$ cat config.mk
export PLATFORM = sky130hd
export DESIGN_NAME = pc_sequencer
export DESIGN_NICKNAME = d
export VERILOG_FILES = /design/src/rtl/pc_pkg.sv /design/src/rtl/pc_redirect_latch.sv /design/src/rtl/pc_sequencer.sv
export SDC_FILE = /design/constraint.sdc
export NUM_CORES = 1
export LEC_CHECK = 0
export CELL_PAD_IN_SITES_DETAIL_PLACEMENT = 1
export CELL_PAD_IN_SITES_GLOBAL_PLACEMENT = 2
export CORE_MARGIN = 10
export CORE_UTILIZATION = 27
export DETAILED_ROUTE_END_ITERATION = 8
export PLACE_DENSITY_LB_ADDON = 0.1
export SYNTH_ARGS = -nofsm -noshare
export SYNTH_HDL_FRONTEND = slang
export SYNTH_SLANG_ARGS = --single-unit
$ cat constraint.sdc
create_clock -name clock -period 3 [get_ports clock]
set_clock_uncertainty 0.05 [all_clocks]
set_input_delay 0.6 -clock clock [delete_from_list [all_inputs] [get_ports clock]]
set_output_delay 0.6 -clock clock [all_outputs]
set_load 0.05 [all_outputs]
$ cat src/rtl/pc_pkg.sv
// Shared definitions for the PC sequencer.
//   src_e      - redirect source, enumerated in ascending priority order
//   src_prio() - numeric priority of a source (higher wins)
//   DEF_*      - default reset/exception vectors and sequential increment
package pc_pkg;

    typedef enum logic [2:0] {
        SRC_SEQ = 3'd0,
        SRC_BR  = 3'd1,
        SRC_J   = 3'd2,
        SRC_JR  = 3'd3,
        SRC_EXC = 3'd4
    } src_e;

    localparam logic [31:0] DEF_RESET_VECTOR = 32'h0000_0000;
    localparam logic [31:0] DEF_EXC_VECTOR   = 32'h0000_0080;
    localparam int unsigned DEF_INC          = 4;

    function automatic int unsigned src_prio(input src_e s);
        int unsigned p;
        case (s)
            SRC_EXC: p = 4;
            SRC_JR:  p = 3;
            SRC_J:   p = 2;
            SRC_BR:  p = 1;
            default: p = 0;
        endcase
        return p;
    endfunction

endpackage

$ cat src/rtl/pc_redirect_latch.sv
// Holds a redirect request that arrived while the pipeline was stalled.
//   clock, reset_n - clock and asynchronous active-low reset
//   stall_i        - capture requests while high; pending entry is consumed when low
//   flush_i        - discard any pending entry (exception)
//   src_i/target_i - live redirect source (SRC_SEQ = none) and destination
//   valid_o        - a pending redirect is held
//   src_o/target_o - pending redirect source and destination
module pc_redirect_latch
    import pc_pkg::*;
#(
    parameter int unsigned WIDTH = 32
) (
    input  logic             clock,
    input  logic             reset_n,
    input  logic             stall_i,
    input  logic             flush_i,
    input  src_e             src_i,
    input  logic [WIDTH-1:0] target_i,
    output logic             valid_o,
    output src_e             src_o,
    output logic [WIDTH-1:0] target_o
);

    logic             valid_q, valid_d;
    src_e             src_q, src_d;
    logic [WIDTH-1:0] tgt_q, tgt_d;

    always_comb begin
        valid_d = valid_q;
        src_d   = src_q;
        tgt_d   = tgt_q;
        if (flush_i || !stall_i) begin
            // Unstalled cycle consumes the entry; exception discards it.
            valid_d = 1'b0;
            src_d   = SRC_SEQ;
            tgt_d   = '0;
        end else if (src_i != SRC_SEQ &&
                     (!valid_q || src_prio(src_i) >= src_prio(src_q))) begin
            // Equal priority replaces: the most recent request of a class wins.
            valid_d = 1'b1;
            src_d   = src_i;
            tgt_d   = target_i;
        end
    end

    always_ff @(posedge clock or negedge reset_n) begin
        if (!reset_n) begin
            valid_q <= 1'b0;
            src_q   <= SRC_SEQ;
            tgt_q   <= '0;
        end else begin
            valid_q <= valid_d;
            src_q   <= src_d;
            tgt_q   <= tgt_d;
        end
    end

    assign valid_o  = valid_q;
    assign src_o    = src_q;
    assign target_o = tgt_q;

endmodule

$ cat src/rtl/pc_sequencer.sv
// Program counter sequencer with prioritised redirects, stall-time redirect
// capture, exception override and misaligned-target trapping.
//   clock, reset_n            - clock and asynchronous active-low reset
//   stall                     - hold pc this cycle
//   branch_taken/branch_target, jump/jump_address, jr/jr_target
//                             - redirect requests and destinations
//   exception                 - force pc to EXC_VECTOR (overrides stall)
//   pc                        - registered program counter
//   pc_plus_inc               - combinational pc + INC (wraps)
//   redirect_pending          - a redirect captured during stall is waiting
//   misaligned                - one-cycle pulse: a misaligned target was trapped
module pc_sequencer
    import pc_pkg::*;
#(
    parameter int unsigned      WIDTH        = 32,
    parameter logic [WIDTH-1:0] RESET_VECTOR = WIDTH'(DEF_RESET_VECTOR),
    parameter logic [WIDTH-1:0] EXC_VECTOR   = WIDTH'(DEF_EXC_VECTOR),
    parameter int unsigned      INC          = DEF_INC
) (
    input  logic             clock,
    input  logic             reset_n,
    input  logic             stall,
    input  logic             branch_taken,
    input  logic [WIDTH-1:0] branch_target,
    input  logic             jump,
    input  logic [WIDTH-1:0] jump_address,
    input  logic             jr,
    input  logic [WIDTH-1:0] jr_target,
    input  logic             exception,
    output logic [WIDTH-1:0] pc,
    output logic [WIDTH-1:0] pc_plus_inc,
    output logic             redirect_pending,
    output logic             misaligned
);

    logic [WIDTH-1:0] pc_q, pc_d;
    logic             misaligned_q, misaligned_d;

    src_e             live_src;
    logic [WIDTH-1:0] live_tgt;
    logic             pend_valid;
    src_e             pend_src;
    logic [WIDTH-1:0] pend_tgt;

    logic             redirect;
    logic [WIDTH-1:0] sel_tgt;

    assign pc_plus_inc = pc_q + WIDTH'(INC);

    // Highest-priority live redirect; exception is handled separately because
    // it is never deferred.
    always_comb begin
        live_src = SRC_SEQ;
        live_tgt = '0;
        if (jr) begin
            live_src = SRC_JR;
            live_tgt = jr_target;
        end else if (jump) begin
            live_src = SRC_J;
            live_tgt = jump_address;
        end else if (branch_taken) begin
            live_src = SRC_BR;
            live_tgt = branch_target;
        end
    end

    pc_redirect_latch #(
        .WIDTH (WIDTH)
    ) u_latch (
        .clock    (clock),
        .reset_n  (reset_n),
        .stall_i  (stall),
        .flush_i  (exception),
        .src_i    (live_src),
        .target_i (live_tgt),
        .valid_o  (pend_valid),
        .src_o    (pend_src),
        .target_o (pend_tgt)
    );

    always_comb begin
        redirect     = 1'b0;
        sel_tgt      = pc_plus_inc;
        pc_d         = pc_q;
        misaligned_d = 1'b0;

        // A live request always beats a pending one.
        if (live_src != SRC_SEQ) begin
            redirect = 1'b1;
            sel_tgt  = live_tgt;
        end else if (pend_valid && pend_src != SRC_SEQ) begin
            redirect = 1'b1;
            sel_tgt  = pend_tgt;
        end

        if (exception) begin
            pc_d = EXC_VECTOR;
        end else if (!stall) begin
            if (redirect && sel_tgt[1:0] != 2'b00) begin
                pc_d         = EXC_VECTOR;
                misaligned_d = 1'b1;
            end else begin
                pc_d = sel_tgt;
            end
        end
    end

    always_ff @(posedge clock or negedge reset_n) begin
        if (!reset_n) begin
            pc_q         <= RESET_VECTOR;
            misaligned_q <= 1'b0;
        end else begin
            pc_q         <= pc_d;
            misaligned_q <= misaligned_d;
        end
    end

    assign pc               = pc_q;
    assign redirect_pending = pend_valid;
    assign misaligned       = misaligned_q;

endmodule

### After elaboration in Yosys (flattened, before gate mapping)

Index checks and enable logic that the tools add are counted.

| operators by class | value |
|---|---|
| equal/unequal tests | 9 |
| divide/modulo/power cells | 0 |
| reduce and logical (&&, ||, !) cells | 11 |
| add/subtract/negate cells | 1 |
| $mul | 0 |
| bitwise logic cells | 0 |
| shifts and indexed selects | 0 |
| magnitude comparators | 1 |
| multiplexer cells | 26 |

Operator list:

| cell | number |
|---|---|
| 32-bit two-way mux | 12 |
| 32-bit by 3-bit adder with 32-bit output, second input constant | 1 |
| 32-bit >= comparator | 1 |
| 3-bit case mux with 4 select lines | 2 |
| 3-bit by 2-bit equality test with 1-bit output, second input constant | 4 |
| 3-bit two-way mux | 3 |
| 1-bit two-way mux | 8 |
| 3-bit by 1-bit equality test with 1-bit output, second input constant | 2 |
| 3-bit equality test, second input constant | 2 |
| 3-bit nonzero test | 2 |
| 2-bit nonzero test | 2 |
| 1-bit logical AND | 3 |
| 1-bit logical NOT | 2 |
| 1-bit logical OR | 2 |
| 2-bit two-way mux | 1 |
| 2-bit by 1-bit inequality test with 1-bit output, second input constant | 1 |

| storage, ports and cells | value |
|---|---|
| input bits | 103 |
| RAM bits | 0 |
| output and inout bits | 66 |
| bits in read-only memories | 0 |
| memories | 0 |
| register bits after elaboration | 69 |
| bits in latches | 0 |

### Depth between registers and ports, before layout

Gate-level depths: netlist (run 1).

| depth | value |
|---|---|
| word-level depth | 11 |
| gate-level depth with buffers | 12 |
| mapped depth without buffers | 8 |

### By module

Synthesis (run 1) repeated with hierarchy kept, for this count alone.

| unflattened totals | value |
|---|---|
| cell total of the unflattened synthesis | 624 |
| area, all modules | 4,999.8 µm² |

Modules (own cells, without submodules):

| module | instances | area an instance (µm²) | cells an instance | seq. area each (µm²) |
|---|---|---|---|---|
| pc_sequencer | 1 | 3,198.1 | 446 | 825.8 |
| pc_redirect_latch | 1 | 1,801.7 | 178 | 900.9 |

### Worst setup path after synthesis (run 1)

OpenSTA, ideal clock, no wires.

| path | value |
|---|---|
| kind | register -> output |
| start | register pc_q[2], in the netlist pc[2] |
| end | output pc_plus_inc[20] |
| arrival time | 2.514 ns |
| stages on the path, launching flop included | 6 |
| required time | 2.350 ns |
| buffers on the path | 0 |
| slack | -0.164 ns |
| cell sequence | dfrtp_1 ha_1 nand4_1 nor4_4 nand3_2 xnor2_1 |

| on the way | value |
|---|---|
| cells in the longest elaborated chain, start to end | 1 |

RTL lines:

| element | line | text |
|---|---|---|
| start: declaration | pc_sequencer.sv:36 | `logic [WIDTH-1:0] pc_q, pc_d;` |
| start signal: assignment | pc_sequencer.sv:113 | `pc_q <= pc_d;` |
| 32-bit by 3-bit adder with 32-bit output | pc_sequencer.sv:48 | `assign pc_plus_inc = pc_q + WIDTH'(INC);` |
| end: declaration | pc_sequencer.sv:31 | `output logic [WIDTH-1:0] pc_plus_inc,` |

No other way between the ends.

### Worst setup path in the final report (run 1)

| path | value |
|---|---|
| start | register pc_q[10], in the netlist pc[10] |
| end | output pc_plus_inc[27] |

The elaborated chain is that of the path after synthesis.

==> results of run 1 <==
## kinds of logic (layout without fill, tap and decap cells)
group | after synthesis | in the layout
AND/OR/NAND/NOR | 260 | 260
AO/OA/AOI/OAI | 209 | 209
buffers and inverters | 75 | 271
flip-flops | 68 | 68
XOR/XNOR | 17 | 17
adder cells (fa/ha/maj) | 3 | 3
multiplexers | 3 | 3
## critical path: cells and delay by family (launching register included)
family        cells  cell delay, ps
simple gates      4            1020
buf+inv           2             410
flops             1             490
## timing repair
item                       CTS  global route
setup endpoints to repair   15            11
gates resized for setup      6            14
buffers inserted             8             4
pin swaps                    4             0
cloned                       0             0
## cells in the final DEF, fill, tap and decap left out, types with 4 or more instances in the layout
| cell type | instances |
|---|---|
| and4_1 | 4 |
| nor3_1 | 11 |
| dfrtp_2 | 9 |
| clkbuf_16 | 9 |
| nand3_1 | 14 |
| o31ai_1 | 4 |
| a21oi_1 | 61 |
| nand4_1 | 11 |
| xnor2_1 | 10 |
| o21a_1 | 4 |
| buf_12 | 17 |
| a221oi_1 | 5 |
| a22oi_1 | 25 |
| o22ai_1 | 5 |
| o32ai_1 | 5 |
| nor2_1 | 29 |
| dfrtp_1 | 59 |
| o221ai_1 | 4 |
| o211ai_1 | 4 |
| and3_1 | 8 |
| a31oi_1 | 7 |
| inv_1 | 26 |
| and2_1 | 6 |
| clkdlybuf4s50_1 | 139 |
| or2_2 | 6 |
| nand2_1 | 130 |
| o31a_1 | 4 |
| a2bb2oi_1 | 5 |
| nand3b_1 | 10 |
| buf_4 | 70 |
| nor4_1 | 5 |
| xnor2_2 | 4 |
| o21ai_0 | 42 |
## sequential cells by signal (all words and copies together) (netlist names)
| register | count |
|---|---|
| pc | 32 |
| misaligned | 1 |
| u_latch.valid_o | 1 |
| u_latch.target_o | 32 |
| u_latch.src_o | 2 |
## area by class of cell
cell class,count,share of cell area (%)
clock buffer,13,3.39
timing repair buffer,230,29.7
inverter,26,1.27
sequential,68,22.3
multi-input combinational,492,39.4
tap,229,3.73
clock inverter,2,0.130
## final timing paths
| check | from | end | slack [ps] | depth (start not counted) |
|---|---|---|---|---|
| worst max register to register | u_latch.src_o[1]$_DFFE_PN0P_ | u_latch.target_o[4]$_DFFE_PN0P_ | 810 | 7 |
| worst max-delay path | pc[10]$_DFFE_PN0N_ | pc_plus_inc[27] | 70 | 6 |
| worst min-delay path | reset_n | u_latch.target_o[14]$_DFFE_PN0P_ | 190 | 1 |
| min in group clock | pc[0]$_DFFE_PN0N_ | pc[0]$_DFFE_PN0N_ | 470 | 1 |
| max in group asynchronous | reset_n | pc[11]$_DFFE_PN0N_ | 2020 | 2 |
| worst min register to register | pc[0]$_DFFE_PN0N_ | pc[0]$_DFFE_PN0N_ | 470 | 1 |
## layer usage
layer	global-route usage (%)	routed length (µm)	vias to the layer above
met1	24.1	10200	2786
met4	4.23	293	0
li1	-	-	2697
met3	5.38	1500	18
met5	0	0	-
met2	30.0	10700	160
## stage by stage
| stage | TNS, ps | worst slack, ps | area (µm²) | hold slack (ps) |
|---|---|---|---|---|
| floorplan | 0 | 80.6 | 4980 | 254 |
| global placement | 0 | 32.8 | 7250 | 441 |
| detailed placement | -536 | -86.6 | 7250 | 458 |
| CTS | 0 | 2.20 | 7590 | 195 |
| global route | -50.5 | -36.8 | 7670 | 225 |
| finish | 0 | 71.7 | 7670 | 190 |
## power breakdown
group	internal, mW	switching (mW)	total (mW)
clock network	0.598	0.412	1.01
logic	0.333	0.422	0.754
registers	0.956	0.0447	1.00
total	1.89	0.879	2.77
## Yosys cell counts, drive strengths merged (4+ instances only)
| library cell | number | area (µm²) |
|---|---|---|
| nor3 | 13 | 75.1 |
| o31ai | 5 | 51.3 |
| nand3b | 10 | 75.1 |
| clkbuf | 27 | 103 |
| inv | 26 | 97.6 |
| nand4 | 14 | 115 |
| xnor2 | 14 | 123 |
| nand3 | 16 | 85.1 |
| nor2 | 29 | 109 |
| and2 | 6 | 37.5 |
| o21ai | 44 | 220 |
| a22oi | 25 | 188 |
| buf | 22 | 120 |
| a221oi | 5 | 43.8 |
| and3 | 8 | 50.1 |
| nand2 | 130 | 488 |
| o21a | 4 | 30.0 |
| o31a | 4 | 35.0 |
| and4 | 7 | 62.6 |
| o221ai | 4 | 35.0 |
| o211ai | 4 | 30.0 |
| a31oi | 8 | 50.1 |
| o311ai | 4 | 35.0 |
| or2 | 6 | 37.5 |
| o32ai | 5 | 43.8 |
| o22ai | 5 | 31.3 |
| nor4 | 10 | 105 |
| a21oi | 61 | 305 |
| dfrtp | 68 | 1700 |
| a2bb2oi | 5 | 43.8 |
==> results.sh, run 1 <==
export IMPL_clk_latency_ps=340
export IMPL_vdd_drop_max_mv=0.265
export IMPL_gp_congestion=0.857
export IMPL_grt_max_degree=52
export IMPL_core_area_mm2=0.0180
export IMPL_status="finished clean"
export IMPL_slowest_delay_ps=490
export IMPL_cp_cell_sequence="and4_2 -> nand4_4 -> buf_4 -> nor4_2 -> or2_2 -> buf_4"
export IMPL_place_inst=1033
export IMPL_synthMuxAreaShare_pct=0.607
export IMPL_wl_per_cell_um=21.4
export IMPL_initial_utilization_pct=27.4
export IMPL_ys_seq_area_share_pct=34.4
export IMPL_nNetsFinal=933
export IMPL_ant_nets=0
export IMPL_syn_area_mm2=0.00495
export IMPL_hpwl_mm=17.9
export IMPL_cp_arrival_ps=2280
export IMPL_cts_hold_buffers_added=0
export IMPL_async_reset_ff_share_pct=100
export IMPL_clockRootBuffer="clkbuf_16"
export IMPL_synthXorXnorAreaFrac_pct=3.01
export IMPL_dr_pass1_iters=4
export IMPL_synth_avg_cell_area_um2=7.79
export IMPL_syn_to_final_growth_pct=55.1
export IMPL_critPathKind="reg2out"
export IMPL_total_power_mw=2.77
export IMPL_finalSetupViolCount=0
export IMPL_synth_nets=741
export IMPL_utilization_pct=42.6
export IMPL_cts_max_level=3
export IMPL_crit_path_frequent_cell="buf_4"
export IMPL_path_max_fanout=11
export IMPL_viasPerCell=5.34
export IMPL_chipWidth_um=155
export IMPL_clkSinkCount=68
export IMPL_grt_pass1_wl_mm=35.6
export IMPL_ios=169
export IMPL_stdcell_count=1060
export IMPL_antenna_found_initial=0
export IMPL_wl_mm=22.6
export IMPL_cts_buffers=9
export IMPL_synth_seq_cells=68
export IMPL_p_leak_nw=3.19
export IMPL_clkTransAtPathRegs_ps=60
export IMPL_grt_pass1_vias=6020
export IMPL_critPathSlowestCell="dfrtp_1"
export IMPL_slew_viol_final=0
export IMPL_synth_top_family_by_area="compound AO/OA/AOI/OAI gates"
export IMPL_fp_dieH_um=155
export IMPL_fin_crit_ps=2930
export IMPL_synthFlopType="dfrtp_1"
export IMPL_track_usage_pct=18.7
export IMPL_synth_edff_count=0
export IMPL_synth_compound_area_share_pct=28.2
export IMPL_hold_class="in2async"
export IMPL_port_buffers=168
export IMPL_worst_slew_pin_slew_ps=779
export IMPL_synthSimpleGateAreaFrac_pct=26.6
export IMPL_vias=5661
export IMPL_clockBufferDepth=2
export IMPL_seq_area_mm2=0.00171
export IMPL_multi_input_area_mm2=0.00302
export IMPL_cp_end_kind="primary output"
export IMPL_drive_above_1_share_pct=17.7
export IMPL_hold_viol_final=0
export IMPL_fill_cells=2114
export IMPL_drv_cap=0
export IMPL_clock_fmax_mhz=341
export IMPL_antennaDiodeCount=0
export IMPL_critPathLaunchType="register"
export IMPL_die_area_mm2=0.0241
export IMPL_synth_cells=635
export IMPL_remaining_drc_errors=0
export IMPL_yosysWarnings=0
export IMPL_synth_cell_types=67
export IMPL_finalCritPeriodShare_pct=97.6
export IMPL_grt_ovfl_total=0
export IMPL_drt_iter0_drc=264
export IMPL_powerDensity_mw_per_mm2=360
export IMPL_synthAdderAreaFrac_pct=0.759
export IMPL_critical_path_required_ps=2350
export IMPL_slew_headroom_pct=47.9
export IMPL_fp_row_count=49
export IMPL_cts_tree="yes"
Note: power is estimated with default switching activity, not from simulation.
==> run 2: changes to the inputs <==
--- a/config.mk
+++ b/config.mk
@@ -9,6 +9,7 @@
 export CELL_PAD_IN_SITES_GLOBAL_PLACEMENT = 2
 export CORE_MARGIN = 10
 export CORE_UTILIZATION = 27
+export CTS_CLUSTER_SIZE = 12
 export DETAILED_ROUTE_END_ITERATION = 8
 export PLACE_DENSITY_LB_ADDON = 0.1
 export SYNTH_ARGS = -nofsm -noshare
==> results of run 2 <==
No change in the layout: final DEF, timing and power equal those of run 1.
